File: config.mk
export PLATFORM = sky130hd
export DESIGN_NAME = eq_stim_driver_flat
export DESIGN_NICKNAME = d
export VERILOG_FILES = /design/src/rtl/eq_stim_driver_if.sv /design/src/rtl/eq_stim_driver.sv /design/src/flat_wrapper.sv
export SDC_FILE = /design/constraint.sdc
export NUM_CORES = 1
export LEC_CHECK = 0
export BUFFER_PORTS_ARGS = -buffer_cell sky130_fd_sc_hd__buf_2
export CORE_MARGIN = 1
export CORE_UTILIZATION = 40
export CTS_BUF_LIST = sky130_fd_sc_hd__clkbuf_4 sky130_fd_sc_hd__clkbuf_8 sky130_fd_sc_hd__clkbuf_16
export DETAILED_ROUTE_END_ITERATION = 6
export HOLD_SLACK_MARGIN = 0.06
export PLACE_DENSITY = 0.61
export SETUP_SLACK_MARGIN = 0.02
export SYNTH_ARGS = -nofsm -noshare
export SYNTH_HDL_FRONTEND = slang
export SYNTH_SLANG_ARGS = --single-unit
File: constraint.sdc
create_clock -name clk -period 2.78 [get_ports clk]
set_input_delay 0.139 -clock clk [delete_from_list [all_inputs] [get_ports clk]]
set_output_delay 0.139 -clock clk [all_outputs]
set_load 0.005 [all_outputs]
File: src/rtl/eq_stim_driver_if.sv
// Bus between the equivalence-miter stimulus driver and whatever controls it.
// The controller (master) starts runs and forwards the miter trigger; the
// driver (slave) returns the stimulus vector and the run results.
interface eq_stim_driver_if #(
    parameter int IN_W  = 5,
    parameter int CNT_W = 16
);
    logic             start;
    logic [CNT_W-1:0] max_cycles;
    logic             trigger;
    logic [IN_W-1:0]  stim;
    logic             busy;
    logic             done;
    logic             fail;
    logic [CNT_W-1:0] fail_cycle;
    logic [IN_W-1:0]  fail_vec;
    logic [CNT_W-1:0] cycle_count;

    modport master (
        output start, max_cycles, trigger,
        input  stim, busy, done, fail, fail_cycle, fail_vec, cycle_count
    );

    modport slave (
        input  start, max_cycles, trigger,
        output stim, busy, done, fail, fail_cycle, fail_vec, cycle_count
    );
endinterface

File: src/rtl/eq_stim_driver.sv
// eq_stim_driver: drives Galois-LFSR vectors into the miter, watches its
// trigger and freezes on the first mismatch, recording the failing cycle
// index and the vector that was driven LAT cycles earlier.
module eq_stim_driver #(
    parameter int          IN_W   = 5,
    parameter int          CNT_W  = 16,
    parameter int          LAT    = 1,
    parameter int          WARMUP = 2,
    parameter logic [31:0] SEED   = 32'h1
) (
    input  logic            clk,
    input  logic            rst,
    eq_stim_driver_if.slave bus
);
    // A zero seed would lock the LFSR at zero forever.
    localparam logic [31:0]      SEED_EFF = (SEED == 32'h0) ? 32'h1 : SEED;
    localparam logic [CNT_W-1:0] LAT_C    = CNT_W'(LAT);
    localparam logic [CNT_W-1:0] WARM_C   = CNT_W'(WARMUP);
    localparam logic [CNT_W-1:0] CNT_MAX  = '1;
    localparam logic [CNT_W-1:0] CNT_ONE  = CNT_W'(1);

    typedef enum logic [1:0] {S_IDLE, S_RUN, S_DRAIN, S_DONE} state_t;

    state_t           r_state;
    state_t           w_stateNext;
    logic [31:0]      r_lfsr;
    logic [IN_W-1:0]  r_hist [0:LAT];
    logic [CNT_W-1:0] r_remain;
    logic [CNT_W-1:0] r_count;
    logic [CNT_W-1:0] r_failCycle;
    logic [IN_W-1:0]  r_failVec;
    logic             r_fail;
    logic             w_active;
    logic             w_startOk;
    logic             w_failNow;
    logic             w_lastStep;
    logic [IN_W-1:0]  w_stimNext;

    function automatic logic [31:0] lfsrNext(input logic [31:0] s);
        return (s >> 1) ^ (s[0] ? 32'h80200003 : 32'h0);
    endfunction

    // State register; reset always returns to IDLE.
    always_ff @(posedge clk) begin
        if (rst) r_state <= S_IDLE;
        else     r_state <= w_stateNext;
    end

    // Next-state decode plus status outputs; r_count doubles as the cycle index.
    always_comb begin
        w_active    = (r_state == S_RUN) || (r_state == S_DRAIN);
        w_startOk   = bus.start && ((r_state == S_IDLE) || (r_state == S_DONE));
        w_failNow   = w_active && bus.trigger && (r_count >= WARM_C);
        w_lastStep  = (r_remain == CNT_ONE);
        w_stimNext  = ((r_state == S_RUN) && !w_lastStep) ? r_lfsr[IN_W-1:0] : r_hist[0];
        w_stateNext = r_state;
        case (r_state)
            S_IDLE, S_DONE: begin
                if (w_startOk) w_stateNext = (bus.max_cycles == '0) ? S_DONE : S_RUN;
            end
            S_RUN: begin
                if (w_failNow)       w_stateNext = S_DONE;
                else if (w_lastStep) w_stateNext = (LAT == 0) ? S_DONE : S_DRAIN;
            end
            S_DRAIN: begin
                if (w_failNow || w_lastStep) w_stateNext = S_DONE;
            end
            default: w_stateNext = S_IDLE;
        endcase
        bus.busy = w_active;
        bus.done = (r_state == S_DONE);
    end

    // Datapath: LFSR, vector history, run/drain countdown, counters and capture.
    always_ff @(posedge clk) begin
        if (rst) begin
            r_lfsr      <= SEED_EFF;
            for (int j = 0; j <= LAT; j++) r_hist[j] <= '0;
            r_remain    <= '0;
            r_count     <= '0;
            r_fail      <= 1'b0;
            r_failCycle <= '0;
            r_failVec   <= '0;
        end else if (w_startOk) begin
            if (bus.max_cycles == '0) begin
                r_fail  <= 1'b0;
                r_count <= '0;
            end else begin
                r_lfsr      <= lfsrNext(SEED_EFF);
                r_hist[0]   <= SEED_EFF[IN_W-1:0];
                for (int j = 1; j <= LAT; j++) r_hist[j] <= '0;
                r_remain    <= bus.max_cycles;
                r_count     <= '0;
                r_fail      <= 1'b0;
                r_failCycle <= '0;
                r_failVec   <= '0;
            end
        end else if (w_active) begin
            r_count <= (r_count == CNT_MAX) ? r_count : r_count + 1'b1;
            if (w_failNow) begin
                r_fail      <= 1'b1;
                r_failCycle <= r_count;
                r_failVec   <= r_hist[LAT];
            end else begin
                r_hist[0] <= w_stimNext;
                for (int j = 1; j <= LAT; j++) r_hist[j] <= r_hist[j-1];
                if ((r_state == S_RUN) && w_lastStep) r_remain <= LAT_C;
                else                                  r_remain <= r_remain - 1'b1;
                if ((r_state == S_RUN) && !w_lastStep) r_lfsr <= lfsrNext(r_lfsr);
            end
        end
    end

    assign bus.stim        = r_hist[0];
    assign bus.fail        = r_fail;
    assign bus.fail_cycle  = r_failCycle;
    assign bus.fail_vec    = r_failVec;
    assign bus.cycle_count = r_count;
endmodule

File: src/flat_wrapper.sv
// flat-port wrapper written by rule: the top's interface ports become plain ports
module eq_stim_driver_flat 
#(
    parameter int          IN_W   = 5,
    parameter int          CNT_W  = 16,
    parameter int          LAT    = 1,
    parameter int          WARMUP = 2,
    parameter logic [31:0] SEED   = 32'h1
)
  (clk, rst, bus_start, bus_max_cycles, bus_trigger, bus_stim, bus_busy, bus_done, bus_fail, bus_fail_cycle, bus_fail_vec, bus_cycle_count);
  eq_stim_driver_if #(.IN_W(IN_W), .CNT_W(CNT_W)) bus_i ();
  input  logic clk;
  input  logic rst;
  input wire logic [$bits(bus_i.start)-1:0] bus_start;
  input wire logic [$bits(bus_i.max_cycles)-1:0] bus_max_cycles;
  input wire logic [$bits(bus_i.trigger)-1:0] bus_trigger;
  output wire logic [$bits(bus_i.stim)-1:0] bus_stim;
  output wire logic [$bits(bus_i.busy)-1:0] bus_busy;
  output wire logic [$bits(bus_i.done)-1:0] bus_done;
  output wire logic [$bits(bus_i.fail)-1:0] bus_fail;
  output wire logic [$bits(bus_i.fail_cycle)-1:0] bus_fail_cycle;
  output wire logic [$bits(bus_i.fail_vec)-1:0] bus_fail_vec;
  output wire logic [$bits(bus_i.cycle_count)-1:0] bus_cycle_count;
  assign bus_i.start = bus_start;
  assign bus_i.max_cycles = bus_max_cycles;
  assign bus_i.trigger = bus_trigger;
  assign bus_stim = bus_i.stim;
  assign bus_busy = bus_i.busy;
  assign bus_done = bus_i.done;
  assign bus_fail = bus_i.fail;
  assign bus_fail_cycle = bus_i.fail_cycle;
  assign bus_fail_vec = bus_i.fail_vec;
  assign bus_cycle_count = bus_i.cycle_count;
  eq_stim_driver #(.IN_W(IN_W), .CNT_W(CNT_W), .LAT(LAT), .WARMUP(WARMUP), .SEED(SEED)) u_core (.clk(clk), .rst(rst), .bus(bus_i));
endmodule
# --- After elaboration in Yosys (flattened, before gate mapping) ---
# Memories as Yosys holds them, arrays and structs flattened. A register that Yosys moved wholly into a read port is not among the register bits.
# Index checks and enable logic that the tools add are counted.
totals:
  register_bits: 83
  ram_bits: 10
  input_bits: 20
  out_inout_bits: 45
  elab_cells: 85
  n_memories: 1
op_classes:
  add_sub_neg: 2
  order_cmp: 1
  eq_ne: 10
  muxes: 37
  bitwise: 6
  reduce_logical: 22
memory_table:
  columns: ["name", "depth", "width", "rd", "rd_clocked_by_memory_dff", "wr", "line_no", "rtl"]
  rows:
  - ["u_core.r_hist", 2, 5, 2, 1, 2, "eq_stim_driver.sv:27", "logic [IN_W-1:0] r_hist [0:LAT];"]
op_table:
  columns: ["cell", "n"]
  rows:
  - ["two-way mux 32 bit", 6]
  - ["two-way mux 16 bit", 9]
  - ["XOR 31 x 32 -> 32 bit", 1]
  - ["two-way mux 5 bit", 5]
  - ["adder 16 x 1 -> 16 bit, second input constant", 1]
  - ["equality test 16 x 1 -> 1 bit, second input constant", 1]
  - ["equality test 16 bit, second input constant", 1]
  - [">= comparator 16 x 2 -> 1 bit, second input constant", 1]
  - ["logical NOT 16 bit", 1]
  - ["subtractor 16 x 1 -> 16 bit, second input constant", 1]
  - ["two-way mux 1 bit", 11]
  - ["two-way mux 2 bit", 5]
  - ["AND reduction 3 bit", 3]
  - ["one-hot mux 2 bit (3 select lines)", 1]
  - ["nonzero test 2 bit", 3]
  - ["logical AND 1 bit", 5]
  - ["equality test 2 bit, second input constant", 2]
  - ["!= test 2 x 1 -> 1 bit, second input constant", 2]
  - ["!= test 2 bit, second input constant", 2]
  - ["OR 1 bit", 4]
  - ["AND reduction 2 bit", 2]
  - ["AND reduction 4 bit", 1]
  - ["OR reduction 2 bit", 2]
  - ["logical OR 1 bit", 3]
  - ["5 further kinds", 5]

# --- Logic depth before layout (Yosys ltp) ---
logic_depth:
  ltp_word: 10
  mapped_depth: 10
  ltp_nobuf: 7

# --- Worst setup path after synthesis ---
# No wires, ideal clock.
synth_path:
  kind: "reg2reg"
  from: "reg u_core.r_count[0] (netlist: u_core.bus.cycle_count[0])"
  to: "mem u_core.r_hist[0][0], enable pin"
  setup_ns: 0.313
  arrival_ns: 2.216
  t_required_ns: 2.467
  setup_slack_ns: 0.252
  path_stages_with_launch: 9
  path_buffers: 2
  synth_period_minus_slack_ns: 2.528
  cell_sequence: "dfxtp_1 inv_1 ha_1 or4_4 o41ai_4 a31oi_1 buf_4 buf_4 nand2_1"
synth_rtl:
  columns: ["element", "line_no", "rtl"]
  rows:
  - ["start: declaration", "eq_stim_driver.sv:29", "logic [CNT_W-1:0] r_count;"]
  - ["start signal: assignment", "eq_stim_driver.sv:99", "r_count <= (r_count == CNT_MAX) ? r_count : r_count + 1'b1;"]
  - ["end: declaration", "eq_stim_driver.sv:27", null]

# --- Worst setup path in the final report ---
layout_path:
  from: "reg u_core.r_remain[1]"
  to: "reg u_core.r_lfsr[3]"
layout_between:
  elab_chain_cells: 5
layout_rtl:
  columns: ["element", "line_no", "rtl"]
  rows:
  - ["start: declaration", "eq_stim_driver.sv:28", "logic [CNT_W-1:0] r_remain;"]
  - ["start signal: assignment", "eq_stim_driver.sv:92", "r_remain <= bus.max_cycles;"]
  - ["start signal: assignment", "eq_stim_driver.sv:108", "else r_remain <= r_remain - 1'b1;"]
  - ["equality test 16 x 1 -> 1 bit", "eq_stim_driver.sv:54", "w_lastStep = (r_remain == CNT_ONE);"]
  - ["logical NOT 1 bit", "eq_stim_driver.sv:109", "if ((r_state == S_RUN) && !w_lastStep) r_lfsr <= lfsrNext(r_lfsr);"]
  - ["logical AND 1 bit", "eq_stim_driver.sv:109", null]
  - ["nonzero test 2 bit (no source line)", null, null]
  - ["AND reduction 4 bit (no source line)", null, null]
  - ["end signal: assignment", "eq_stim_driver.sv:89", "r_lfsr <= lfsrNext(SEED_EFF);"]
  - ["end signal: assignment", "eq_stim_driver.sv:109", null]
  - ["end: declaration", "eq_stim_driver.sv:26", "logic [31:0] r_lfsr;"]
# No other way between the ends.
# A chain may end at the register's enable or synchronous reset.

==> qor.csv <==
stage,metric,value,unit
run_status,outcome,finished clean,
setup_path,end_kind,flop,
synthesis,yosysUniqueCellTypes,52,
timing,min_period,2.51,ns
worst_hold_path,hp-class,in2reg,
cells_and_area,drive_gt1_share,19.4,%
synthesis,synth-seq-area-share,45.7,%
setup_path,crit_buf_inv,2,
drt,drt_iter0_drc,284,
floorplan,ioPinCount,65,
drt,antenna_left,0,
drt,drc,0,
clock_tree,clk_pin_slew_worst_paths,0.09,ns
power,powerDensity,1030,nW/um^2
worst_hold_path,min_from,bus_max_cycles[2],
synthesis,synth-main-ff-cell,dfxtp_1,
power,clkPwrFrac,18.1,%
setup_path,crit_arrival,2.79,ns
drt,first_pass_iters,5,
synthesis,synth_cells,499,
global_route,gr-total-overflow,0,
global_route,grt_usage,19.2,%
clock_tree,clk_latency,0.36,ns
drt,wire_per_inst,15.6,microns
power,p_sw_share,42.7,%
placement,detailed_place_hpwl,7.38,mm
run,cap_violations,0,
clock_tree,cts_tree,yes,
cells_and_area,antennaDiodeCount,0,
timing,fmax,399,MHz
synthesis,yosysWarnings,0,
floorplan,core,10500,sq um
synthesis,synth-async-reset-ratio,0,%
global_route,grt_pass1_vias,3543,
timing,rsz0062_at_grt,no,
synthesis,synth_most_common_cell,dfxtp_1,
global_route,antenna_found_initial,0,
power,power_frac_comb,46.8,%
power,p_switching,2230,uW
clock_tree,post_cts_buffers,0,
setup_path,crit_required,3.06,ns
timing,final.setup_skew,0.00813,ns
power,pwr-share-seq,35.0,%
setup_path,r2r-start,u_core.r_remain[1],
global_route,grt_max_degree,36,
timing,fin_ws,0.271,ns
setup_path,cp_max_fo,28,
timing,finalMaxSlewViolations,0,
floorplan,die_y,107,microns
cells_and_area,area_growth,15.4,%
drt,vias,3946,
power,max-vdd-ir-drop,0.505,mV
setup_path,r2r_slack,0.27,ns
synthesis,synth_common_cells,"dfxtp_1, nand2_1, a21oi_1",
synthesis,synth-edff-count,5,
synthesis,synth_top_area_share,42.3,%
worst_hold_path,worstHoldEndpoint,u_core.r_remain[2],
global_route,grt_pass1_wl,17.5,mm
synthesis,synth_area,4400,sq um
setup_path,cp-start-kind,flop,
setup_path,critPathKind,reg2reg,
setup_path,cp_cell_sequence,inv_1 -> ha_1 -> or3b_2 -> o41a_1 -> a31oi_2 -> buf_4 -> nand2_1 -> a21oi_1,
setup_path,crit_slowest_cell,o41a_1,
drt,wl,10.9,mm
placement,pre_cts_slack,0.228,ns
synthesis,avgSynthCellArea,8.82,sq um
clock_tree,clk_path_buf_depth,2,
worst_hold_path,whs_path_depth,3,
floorplan,core.rowCount,37,
power,p_int,2980,uW
placement,port_buffers,64,
setup_path,crit_path_max_incr_delay,0.57,ns
cells_and_area,final_nets,584,
timing,tns,0,ns
setup_path,r2r-end,u_core.r_lfsr[3],
drt,drt-vias-per-instance,5.65,
timing,hold_viol,0,
synthesis,yosysTopAreaCell,dfxtp_1,
cells_and_area,fillCellCount,1000,
timing,worst_pin_slew,1.03,ns
clock_tree,htreeDepth,3,
synthesis,synth.ff_latch_count,98,
clock_tree,cts_resized,0,
setup_path,rr_worst_depth,8,
timing,setup_viol,0,
clock_tree,cts_hold_buf,0,
timing,period_share,90.2,%
floorplan,dieArea,11400,sq um
synthesis,synthTopCellsByArea,"dfxtp_1, a21oi_1, nand2_1, nand3_1, edfxtp_1",
floorplan,fp.dieW,107,microns
setup_path,cp_top_family,compound AO/OA/AOI/OAI gates,
clock_tree,cts.sinks,98,
timing,relSlewSlack,31.3,%
synthesis,syn-num-nets,526,
clock_tree,clockRootBuffer,clkbuf_8,
power,p_leak,0.00193,uW
clock_tree,cts_buffers,9,
cells_and_area,final_core_util,48.3,%
placement,place.gp.congestion,0.856,
floorplan,initial_utilization,41.9,%
==> worst max path at each step <==
stage / startpoint / to / slack [ns] / cells past startpoint
final: u_core.r_remain[1] / u_core.r_lfsr[3] / 0.27 / 8
after global routing: u_core.r_remain[1] / u_core.r_lfsr[22] / 0.11 / 8
after CTS: u_core.r_state[0] / u_core.r_remain[4] / 0.20 / 6
after detailed placement: u_core.bus.cycle_count[0] / u_core.r_remain[1] / 0.23 / 8
after global placement: u_core.bus.cycle_count[0] / u_core.r_remain[1] / 0.31 / 8
after floorplan: u_core.bus.cycle_count[0] / u_core.r_hist[0][0] / 0.25 / 8
==> metrics by stage <==
| stage | total power (uW) | instance area (sq um) | instances | hold WS [ns] |
|---|---|---|---|---|
| floorplan | 3570 | 4400 | 499 | 0.365 |
| global placement | 4200 | 4870 | 682 | 0.439 |
| detailed placement | 4240 | 4870 | 682 | 0.445 |
| CTS | 5200 | 5070 | 698 | 0.118 |
| global route | 5560 | 5080 | 698 | 0.121 |
| finish | 5210 | 5080 | 698 | 0.133 |
==> registers in the layout, indices dropped and copies added (netlist names) <==
register,flops
u_core.r_remain,16
u_core.bus.fail_cycle,16
u_core.bus.cycle_count,16
u_core.r_hist,10
u_core.bus.fail,1
u_core.bus.fail_vec,5
u_core.r_state,2
u_core.r_lfsr,32
==> cells by family (layout without fill, tap and decap cells) <==
logic type      Yosys count  count (layout)  synth area share, %
buf+inv                  43             106                 4.75
fa+ha+maj                 7               7                 1.99
xor+xnor                 16              16                 3.18
flops                    98              98                 45.7
simple gates            197             197                 22.3
mux                       5               5                 1.14
compound gates          133             133                 20.9
==> routing by layer <==
layer	vias to the layer above	GRT usage [%]	share of wire (%)
met3	11	3.71	5.4
met2	110	29.0	45
li1	1963	-	-
met4	0	6.56	1.2
met5	-	0	0
met1	1862	27.3	49
==> power by group through the flow <==
stage | combinational, uW | sequential [uW] | clock, uW
final | 2440 | 1830 | 944
after global routing | 2670 | 1860 | 1030
after CTS | 2410 | 1820 | 973
after global placement | 2360 | 1850 | 0
after floorplan | 1760 | 1810 | 0
after detailed placement | 2390 | 1850 | 0
==> cell type report <==
| cell class | instances | area (sq um) | share of cell area, % |
|---|---|---|---|
| clock buffer | 10 | 138 | 2.71 |
| clock inverter | 6 | 65.1 | 1.28 |
| inverter | 10 | 37.5 | 0.739 |
| multi-input combinational | 358 | 2200 | 43.4 |
| sequential | 98 | 2010 | 39.6 |
| tap | 136 | 170 | 3.35 |
| timing repair buffer | 80 | 453 | 8.92 |
==> placed cells by master, fill, tap and decap left out, types with 2 or more instances in the layout <==
| cell type | synthesis | routed |
|---|---|---|
| a211oi_1 | 9 | 9 |
| o41a_1 | 2 | 2 |
| a32oi_1 | 3 | 3 |
| o31ai_1 | 3 | 3 |
| o211ai_1 | 8 | 8 |
| clkinv_2 | 0 | 2 |
| clkbuf_8 | 0 | 10 |
| mux2i_1 | 5 | 5 |
| nor4_1 | 10 | 10 |
| buf_4 | 3 | 15 |
| or4_4 | 2 | 2 |
| a41oi_1 | 2 | 2 |
| nor3_1 | 11 | 10 |
| a22oi_1 | 4 | 4 |
| and4_1 | 3 | 3 |
| nand4_1 | 7 | 7 |
| or4_1 | 8 | 8 |
| edfxtp_1 | 5 | 5 |
| and3_1 | 7 | 7 |
| a311oi_1 | 4 | 4 |
| o32ai_1 | 11 | 11 |
| a31oi_1 | 3 | 2 |
| ha_1 | 7 | 7 |
| nand2_1 | 61 | 61 |
| inv_1 | 10 | 10 |
| nor2_1 | 33 | 33 |
| and2_1 | 2 | 2 |
| or2_2 | 2 | 2 |
| a22o_1 | 16 | 16 |
| buf_2 | 5 | 64 |
| nand3_1 | 37 | 37 |
| o21ai_0 | 3 | 3 |
| a21oi_1 | 58 | 57 |
| nand2b_1 | 2 | 2 |
| or3_1 | 5 | 5 |
| xor2_1 | 8 | 8 |
| xnor2_1 | 8 | 8 |
| dfxtp_1 | 93 | 93 |
==> tightest hold or removal path: stages <==
cell and delay (ns):
buf_2 0.09, a32oi_1 0.05, o31ai_1 0.18
Note: power is estimated with default switching activity, not from simulation.
